`config.mk`:
```
export PLATFORM = sky130hd
export DESIGN_NAME = video_pattern_gen
export DESIGN_NICKNAME = d
export VERILOG_FILES = /design/src/rtl/video_pattern_gen_pkg.sv /design/src/rtl/video_timing_counter.sv /design/src/rtl/video_pattern_gen.sv
export SDC_FILE = /design/constraint.sdc
export NUM_CORES = 1
export LEC_CHECK = 0
export CAP_MARGIN = 5
export CORE_ASPECT_RATIO = 0.5
export CORE_MARGIN = 5
export CORE_UTILIZATION = 40
export DETAILED_ROUTE_END_ITERATION = 6
export DONT_BUFFER_PORTS = 1
export HOLD_SLACK_MARGIN = 0.1
export SLEW_MARGIN = 20
export SYNTH_ARGS = -nofsm -noshare
export SYNTH_HDL_FRONTEND = slang
export SYNTH_HIERARCHICAL = 1
export SYNTH_SLANG_ARGS = --single-unit
```
`constraint.sdc`:
```
create_clock -name clock -period 3.8 [get_ports clock]
set_clock_uncertainty 0.1 [all_clocks]
set_input_delay 0.76 -clock clock [delete_from_list [all_inputs] [get_ports clock]]
set_output_delay 0.76 -clock clock [all_outputs]
set_load 0.05 [all_outputs]
```
`src/rtl/video_pattern_gen_pkg.sv`:
```
// Shared definitions for the test-pattern source: pattern codes, FSM states,
// the colour-bar palette and sync polarity helpers.
package video_pattern_gen_pkg;

  localparam logic [7:0] PAT_BLACK   = 8'd0;
  localparam logic [7:0] PAT_BARS    = 8'd1;
  localparam logic [7:0] PAT_RAMP    = 8'd2;
  localparam logic [7:0] PAT_CHECKER = 8'd3;
  localparam logic [7:0] PAT_SOLID   = 8'd4;

  typedef enum logic {
    IDLE = 1'b0,
    RUN  = 1'b1
  } gen_state_t;

  // Standard colour-bar order, left to right, as 24-bit RGB.
  function automatic logic [23:0] bar_color(input logic [2:0] idx);
    logic [23:0] c;
    case (idx)
      3'd0:    c = 24'hFFFFFF;
      3'd1:    c = 24'hFFFF00;
      3'd2:    c = 24'h00FFFF;
      3'd3:    c = 24'h00FF00;
      3'd4:    c = 24'hFF00FF;
      3'd5:    c = 24'hFF0000;
      3'd6:    c = 24'h0000FF;
      default: c = 24'h000000;
    endcase
    return c;
  endfunction

  function automatic logic sync_level(input logic asserted, input logic pol);
    return asserted ? pol : ~pol;
  endfunction

  function automatic logic sync_idle(input logic pol);
    return ~pol;
  endfunction

endpackage

```
`src/rtl/video_timing_counter.sv`:
```
// Raster position counters with active/sync region decode and frame strobes.
module video_timing_counter #(
  parameter int H_ACTIVE = 1920,
  parameter int H_FP     = 88,
  parameter int H_SYNC   = 44,
  parameter int H_BP     = 148,
  parameter int V_ACTIVE = 1080,
  parameter int V_FP     = 4,
  parameter int V_SYNC   = 5,
  parameter int V_BP     = 36,
  parameter int HW       = 12,
  parameter int VW       = 11
) (
  input  logic       clock,
  input  logic       reset,
  input  logic       advance,
  output logic [7:0] h_lsb,
  output logic       v_checker,
  output logic       active,
  output logic       hs_act,
  output logic       vs_act,
  output logic       line_last,
  output logic       frame_first,
  output logic       frame_last
);

  localparam int H_TOTAL = H_ACTIVE + H_FP + H_SYNC + H_BP;
  localparam int V_TOTAL = V_ACTIVE + V_FP + V_SYNC + V_BP;

  localparam logic [HW-1:0] H_LAST    = HW'(H_TOTAL - 1);
  localparam logic [VW-1:0] V_LAST    = VW'(V_TOTAL - 1);
  localparam logic [HW-1:0] H_ACT_END = HW'(H_ACTIVE);
  localparam logic [HW-1:0] HS_START  = HW'(H_ACTIVE + H_FP);
  localparam logic [HW-1:0] HS_END    = HW'(H_ACTIVE + H_FP + H_SYNC);
  localparam logic [VW-1:0] V_ACT_END = VW'(V_ACTIVE);
  localparam logic [VW-1:0] VS_START  = VW'(V_ACTIVE + V_FP);
  localparam logic [VW-1:0] VS_END    = VW'(V_ACTIVE + V_FP + V_SYNC);

  logic [HW-1:0] h_cnt_reg;
  logic [VW-1:0] v_cnt_reg;

  always_ff @(posedge clock) begin
    if (reset) begin
      h_cnt_reg <= '0;
      v_cnt_reg <= '0;
    end else if (advance) begin
      if (h_cnt_reg == H_LAST) begin
        h_cnt_reg <= '0;
        v_cnt_reg <= (v_cnt_reg == V_LAST) ? '0 : v_cnt_reg + 1'b1;
      end else begin
        h_cnt_reg <= h_cnt_reg + 1'b1;
      end
    end
  end

  assign h_lsb       = h_cnt_reg[7:0];
  assign v_checker   = v_cnt_reg[3];
  assign active      = (h_cnt_reg < H_ACT_END) && (v_cnt_reg < V_ACT_END);
  assign hs_act      = (h_cnt_reg >= HS_START) && (h_cnt_reg < HS_END);
  assign vs_act      = (v_cnt_reg >= VS_START) && (v_cnt_reg < VS_END);
  assign line_last   = (h_cnt_reg == H_LAST);
  assign frame_first = (h_cnt_reg == '0) && (v_cnt_reg == '0);
  assign frame_last  = line_last && (v_cnt_reg == V_LAST);

endmodule

```
`src/rtl/video_pattern_gen.sv`:
```
// Test-pattern video source: run/idle control, per-frame pattern latch,
// pattern mux and registered vs/hs/de/rgb outputs.
module video_pattern_gen
  import video_pattern_gen_pkg::*;
#(
  parameter int H_ACTIVE = 1920,
  parameter int H_FP     = 88,
  parameter int H_SYNC   = 44,
  parameter int H_BP     = 148,
  parameter int V_ACTIVE = 1080,
  parameter int V_FP     = 4,
  parameter int V_SYNC   = 5,
  parameter int V_BP     = 36,
  parameter int HS_POL   = 1,
  parameter int VS_POL   = 1
) (
  input  logic       clock,
  input  logic       reset,
  input  logic       enable_i,
  input  logic [7:0] pattern_i,
  input  logic [7:0] solid_r_i,
  input  logic [7:0] solid_g_i,
  input  logic [7:0] solid_b_i,
  output logic       vs_o,
  output logic       hs_o,
  output logic       de_o,
  output logic [7:0] rgb_r_o,
  output logic [7:0] rgb_g_o,
  output logic [7:0] rgb_b_o,
  output logic       frame_start_o
);

  localparam int H_TOTAL = H_ACTIVE + H_FP + H_SYNC + H_BP;
  localparam int V_TOTAL = V_ACTIVE + V_FP + V_SYNC + V_BP;
  localparam int HW      = ($clog2(H_TOTAL) > 8) ? $clog2(H_TOTAL) : 8;
  localparam int VW      = ($clog2(V_TOTAL) > 4) ? $clog2(V_TOTAL) : 4;
  localparam int BAR_W   = H_ACTIVE / 8;
  localparam int BW      = (BAR_W > 1) ? $clog2(BAR_W) : 1;
  localparam logic [BW-1:0] BAR_LAST = BW'(BAR_W - 1);
  localparam logic HS_P = 1'(HS_POL);
  localparam logic VS_P = 1'(VS_POL);

  gen_state_t state_reg, state_next;
  logic       go;
  logic [7:0] h_lsb;
  logic       v_checker, active, hs_act, vs_act, line_last, frame_first, frame_last;

  logic [7:0]    pattern_reg;
  logic [23:0]   solid_reg;
  logic [BW-1:0] bar_pix_reg;
  logic [2:0]    bar_idx_reg;
  logic [7:0]    cur_pattern;
  logic [23:0]   cur_solid;
  logic [23:0]   pix;

  video_timing_counter #(
    .H_ACTIVE(H_ACTIVE), .H_FP(H_FP), .H_SYNC(H_SYNC), .H_BP(H_BP),
    .V_ACTIVE(V_ACTIVE), .V_FP(V_FP), .V_SYNC(V_SYNC), .V_BP(V_BP),
    .HW(HW), .VW(VW)
  ) u_timing (
    .clock(clock), .reset(reset), .advance(go),
    .h_lsb(h_lsb), .v_checker(v_checker), .active(active),
    .hs_act(hs_act), .vs_act(vs_act), .line_last(line_last),
    .frame_first(frame_first), .frame_last(frame_last)
  );

  always_ff @(posedge clock) begin
    if (reset) state_reg <= IDLE;
    else       state_reg <= state_next;
  end

  // Position (0,0) is emitted on the very clock enable is seen in IDLE, so a
  // restart produces frame_start_o one clock after enable_i rises.
  always_comb begin
    state_next = state_reg;
    go         = 1'b0;
    case (state_reg)
      IDLE: begin
        if (enable_i) begin
          state_next = RUN;
          go         = 1'b1;
        end
      end
      RUN: begin
        go = 1'b1;
        if (frame_last && !enable_i) state_next = IDLE;
      end
      default: state_next = IDLE;
    endcase
  end

  always_ff @(posedge clock) begin
    if (reset) begin
      pattern_reg <= PAT_BLACK;
      solid_reg   <= '0;
    end else if (go && frame_first) begin
      pattern_reg <= pattern_i;
      solid_reg   <= {solid_r_i, solid_g_i, solid_b_i};
    end
  end

  // Bar position tracks h_cnt with a small counter instead of dividing it.
  always_ff @(posedge clock) begin
    if (reset) begin
      bar_pix_reg <= '0;
      bar_idx_reg <= '0;
    end else if (go) begin
      if (line_last) begin
        bar_pix_reg <= '0;
        bar_idx_reg <= '0;
      end else if (bar_pix_reg == BAR_LAST) begin
        bar_pix_reg <= '0;
        bar_idx_reg <= bar_idx_reg + 1'b1;
      end else begin
        bar_pix_reg <= bar_pix_reg + 1'b1;
      end
    end
  end

  // The first pixel of a frame is rendered from the values being latched now.
  always_comb begin
    cur_pattern = frame_first ? pattern_i : pattern_reg;
    cur_solid   = frame_first ? {solid_r_i, solid_g_i, solid_b_i} : solid_reg;
    pix         = 24'h000000;
    case (cur_pattern)
      PAT_BARS:    pix = bar_color(bar_idx_reg);
      PAT_RAMP:    pix = {3{h_lsb}};
      PAT_CHECKER: pix = {24{h_lsb[3] ^ v_checker}};
      PAT_SOLID:   pix = cur_solid;
      default:     pix = 24'h000000;
    endcase
  end

  always_ff @(posedge clock) begin
    if (reset || !go) begin
      de_o          <= 1'b0;
      hs_o          <= sync_idle(HS_P);
      vs_o          <= sync_idle(VS_P);
      rgb_r_o       <= '0;
      rgb_g_o       <= '0;
      rgb_b_o       <= '0;
      frame_start_o <= 1'b0;
    end else begin
      de_o          <= active;
      hs_o          <= sync_level(hs_act, HS_P);
      vs_o          <= sync_level(vs_act, VS_P);
      {rgb_r_o, rgb_g_o, rgb_b_o} <= active ? pix : 24'h000000;
      frame_start_o <= frame_first;
    end
  end

endmodule

```
==> summary.md <==
| Metric | Value |
|---|---|
| Most used DFF post-synth | `dfxtp_1` |
| Crit path max-delay cell type | `or4_4` |
| Ys async rst share | `0%` |
| Area grow syn2layout | `6.33%` |
| Number of synthesized flops with an enable pin | `0` |
| Postcts setup bufs | `0` |
| Post-Syn Area per Cell | `8.54 um2` |
| Design Power | `2.36 mW` |
| Hold WS | `0.351 ns` |
| Syn_nets | `584` |
| Clk sinks | `95` |
| Final worst-path cycle share | `91.1%` |
| Highest-count cells in the layout ignoring fill and taps | `dfxtp_1 (95), nand2_1 (89), a21oi_1 (51)` |
| Min-delay worst type | `flip-flop to flip-flop` |
| Share of post-route cells with drive strength above 1 | `12.3%` |
| Syn. warnings | `6` |
| Worst rel slew slack | `44.8%` |
| RSZ-0062 raised after global routing | `false` |
| PwrDens | `482 nW/um2` |
| PostCTS Resize Cnt | `0` |
| Non-Filler Instances | `667` |
| Drt drc | `0` |
| Antenna violations before repair | `0` |
| Die W | `162 um` |
| Latest clock arrival within the worst-skew pair | `0.34 ns` |
| Cts bufs inserted | `9` |
| CTS clk-pin slew, worst paths | `0.07 ns` |
| First-pass GRT wire length | `18.2 mm` |
| Area leader, netlist | `dfxtp_1` |
| Finished Cell Area | `4900 um2` |
| CP max stage delay | `0.58 ns` |
| Simple-Gate Fraction of Synth Area | `25.4%` |
| IO buf count | `0` |
| CTS tree | `yes` |
| Final min period | `3.46 ns` |
| Placed cells | `651` |
| Setup TNS | `0 ns` |
| CP delay by family, top | `simple AND/OR/NAND/NOR gates` |
| Synth Cell Area | `4610 um2` |
| Outcome | `complete, no violations` |
| Most common cell after layout, fill and taps aside | `dfxtp_1` |
| Worst vdd ir | `0.000189 V` |
| Largest net degree at the start of global routing | `54` |
| CP Capture Type | `flip-flop` |
| Number of nets in the layout | `562` |
| Placed inst area | `4600 um2` |
| Clock root buffer | `clkbuf_16` |
| Post-Route WL | `11.3 mm` |
| Num rows | `27` |
| Core Region | `11100 um2` |
| Cell Chain, Critical Path | `or4_4, nor3_1, and4_1, or4b_1, o22ai_4, o211ai_4, a31oi_1` |
| Pleak | `1.63 nW` |
| Initial Utilization | `41.4%` |
| Max cap viols | `0` |
| Final hold violations | `0` |
| DP Wirelength | `7.94 mm` |
| DRT Pass-1 Iters | `4` |
| Routed Antenna Nets | `0` |
| WL per Instance | `16.9 um` |
| IO Pins | `63` |
| Synth Area in Compound Gates | `14.6%` |
| Synth unique cells | `58` |
| Worst Tran Pin Value | `0.826 ns` |
| Xor/xnor cell area share of the yosys netlist | `3.42%` |
| Buf/Inv on CP | `0` |
| Via count | `3676` |
| Max reg flops | `24` |
| Die Ht | `85.9 um` |
| Mux share of post-synthesis cell area | `6.09%` |
| CP Class | `flip-flop to flip-flop` |
| Total grt overflow | `0` |
| Sequential share of the synthesized area | `41.3%` |
| WP data required | `3.96 ns` |
| Diode count | `0` |
| Initial DRC Count | `287` |
| Top cell type's share of synthesized area | `41.3%` |
| Worst EP arrival | `3.63 ns` |
| Largest family of logic cells by synthesized area | `simple AND/OR/NAND/NOR gates` |
| Maximum clock rate | `0.289 GHz` |
| Synth Instances | `539` |
| Vias in the first global route | `3465` |
| Total GRT Usage | `16.2%` |
| Critical-path maximum fanout | `24` |
| Post-synthesis adder-cell area fraction | `2.72%` |
| Main area contributors after synthesis | `dfxtp_1 (41%), nand2_1 (7.3%), mux2_2 (5.9%), a21oi_1 (5.5%), nand3_1 (4.5%)` |
| Number of H-tree levels | `3` |
| Number of vias per cell | `5.51` |
| Final number of setup-violating endpoints | `0` |
| Critical path launch point type | `flip-flop` |
| Die area | `13900 um2` |
| Routability cong. | `0.831` |
| Register bit total from synthesis | `95` |
| Final max-slew violation count | `0` |
| Clock buffer depth | `2` |
| Hold-fix buffers, CTS | `0` |
==> layer usage <==
metal	track usage (%)	part of all wire (%)
met2	24.8	44
met1	21.7	47
met5	0	0
met4	6.06	1.6
met3	5.14	6.8
==> cells in the mapped netlist, types with 9 or more instances <==
library cell  number
mux2_2            24
buf_4             11
or4_1             11
ha_1              10
a31oi_1           25
nand3_1           41
nand2_1           89
o21ai_0            9
nor2_1            36
inv_1             12
dfxtp_1           95
nor3_1             9
a21oi_1           51
xnor2_1           12
clkbuf_1          20
nand4_1           11
==> power breakdown <==
group          switching [mW]  total, mW  internal [mW]  leakage [nW]
clock                   0.397      0.866          0.469         0.138
combinational           0.241      0.405          0.163         0.715
sequential             0.0455       1.09           1.05         0.772
==> cell families (layout without fill, tap and decap cells) <==
kind of cell / after synthesis / in the layout
AND/OR/NAND/NOR: 233 / 233
adder cells (fa/ha/maj): 10 / 10
multiplexers: 25 / 25
XOR/XNOR: 18 / 18
flip-flops: 95 / 95
buffers and inverters: 53 / 36
AO/OA/AOI/OAI: 105 / 105
==> metrics by stage <==
step	utilization (%)	worst slack, ns
after floorplan	-	0.975
after global placement	41.4	0.357
after detailed placement	41.4	0.171
after CTS	44.0	0.145
after global routing	44.1	0.174
final	44.1	0.338
==> final timing paths <==
| kind | from | to | slack (ns) | cells past startpoint |
|---|---|---|---|---|
| setup reg to reg | u_timing/h_cnt_reg[3]$_SDFFE_PP0P_ | rgb_g_o[3]$_SDFF_PP0_ | 0.34 | 7 |
| hold reg to reg | solid_reg[7]$_SDFFE_PP0P_ | solid_reg[7]$_SDFFE_PP0P_ | 0.35 | 2 |
| setup / recovery | u_timing/h_cnt_reg[3]$_SDFFE_PP0P_ | rgb_g_o[3]$_SDFF_PP0_ | 0.34 | 7 |
| hold / removal | solid_reg[7]$_SDFFE_PP0P_ | solid_reg[7]$_SDFFE_PP0P_ | 0.35 | 2 |
==> tightest hold or removal path: stages (launching register included) <==
cell,delay [ns]
dfxtp_1,0.31
nand2_1,0.05
a21oi_1,0.05
==> layout make-up <==
type,count,area [um2]
inverters,13,48.8
flip-flops and latches,95,1900
well taps,145,181
clock buffers,11,243
clock inverters,5,41.3
fillers,1080,6220
repair buffers,7,65.1
multi-input cells,391,2420
Power figures use the tool's default switching activity.
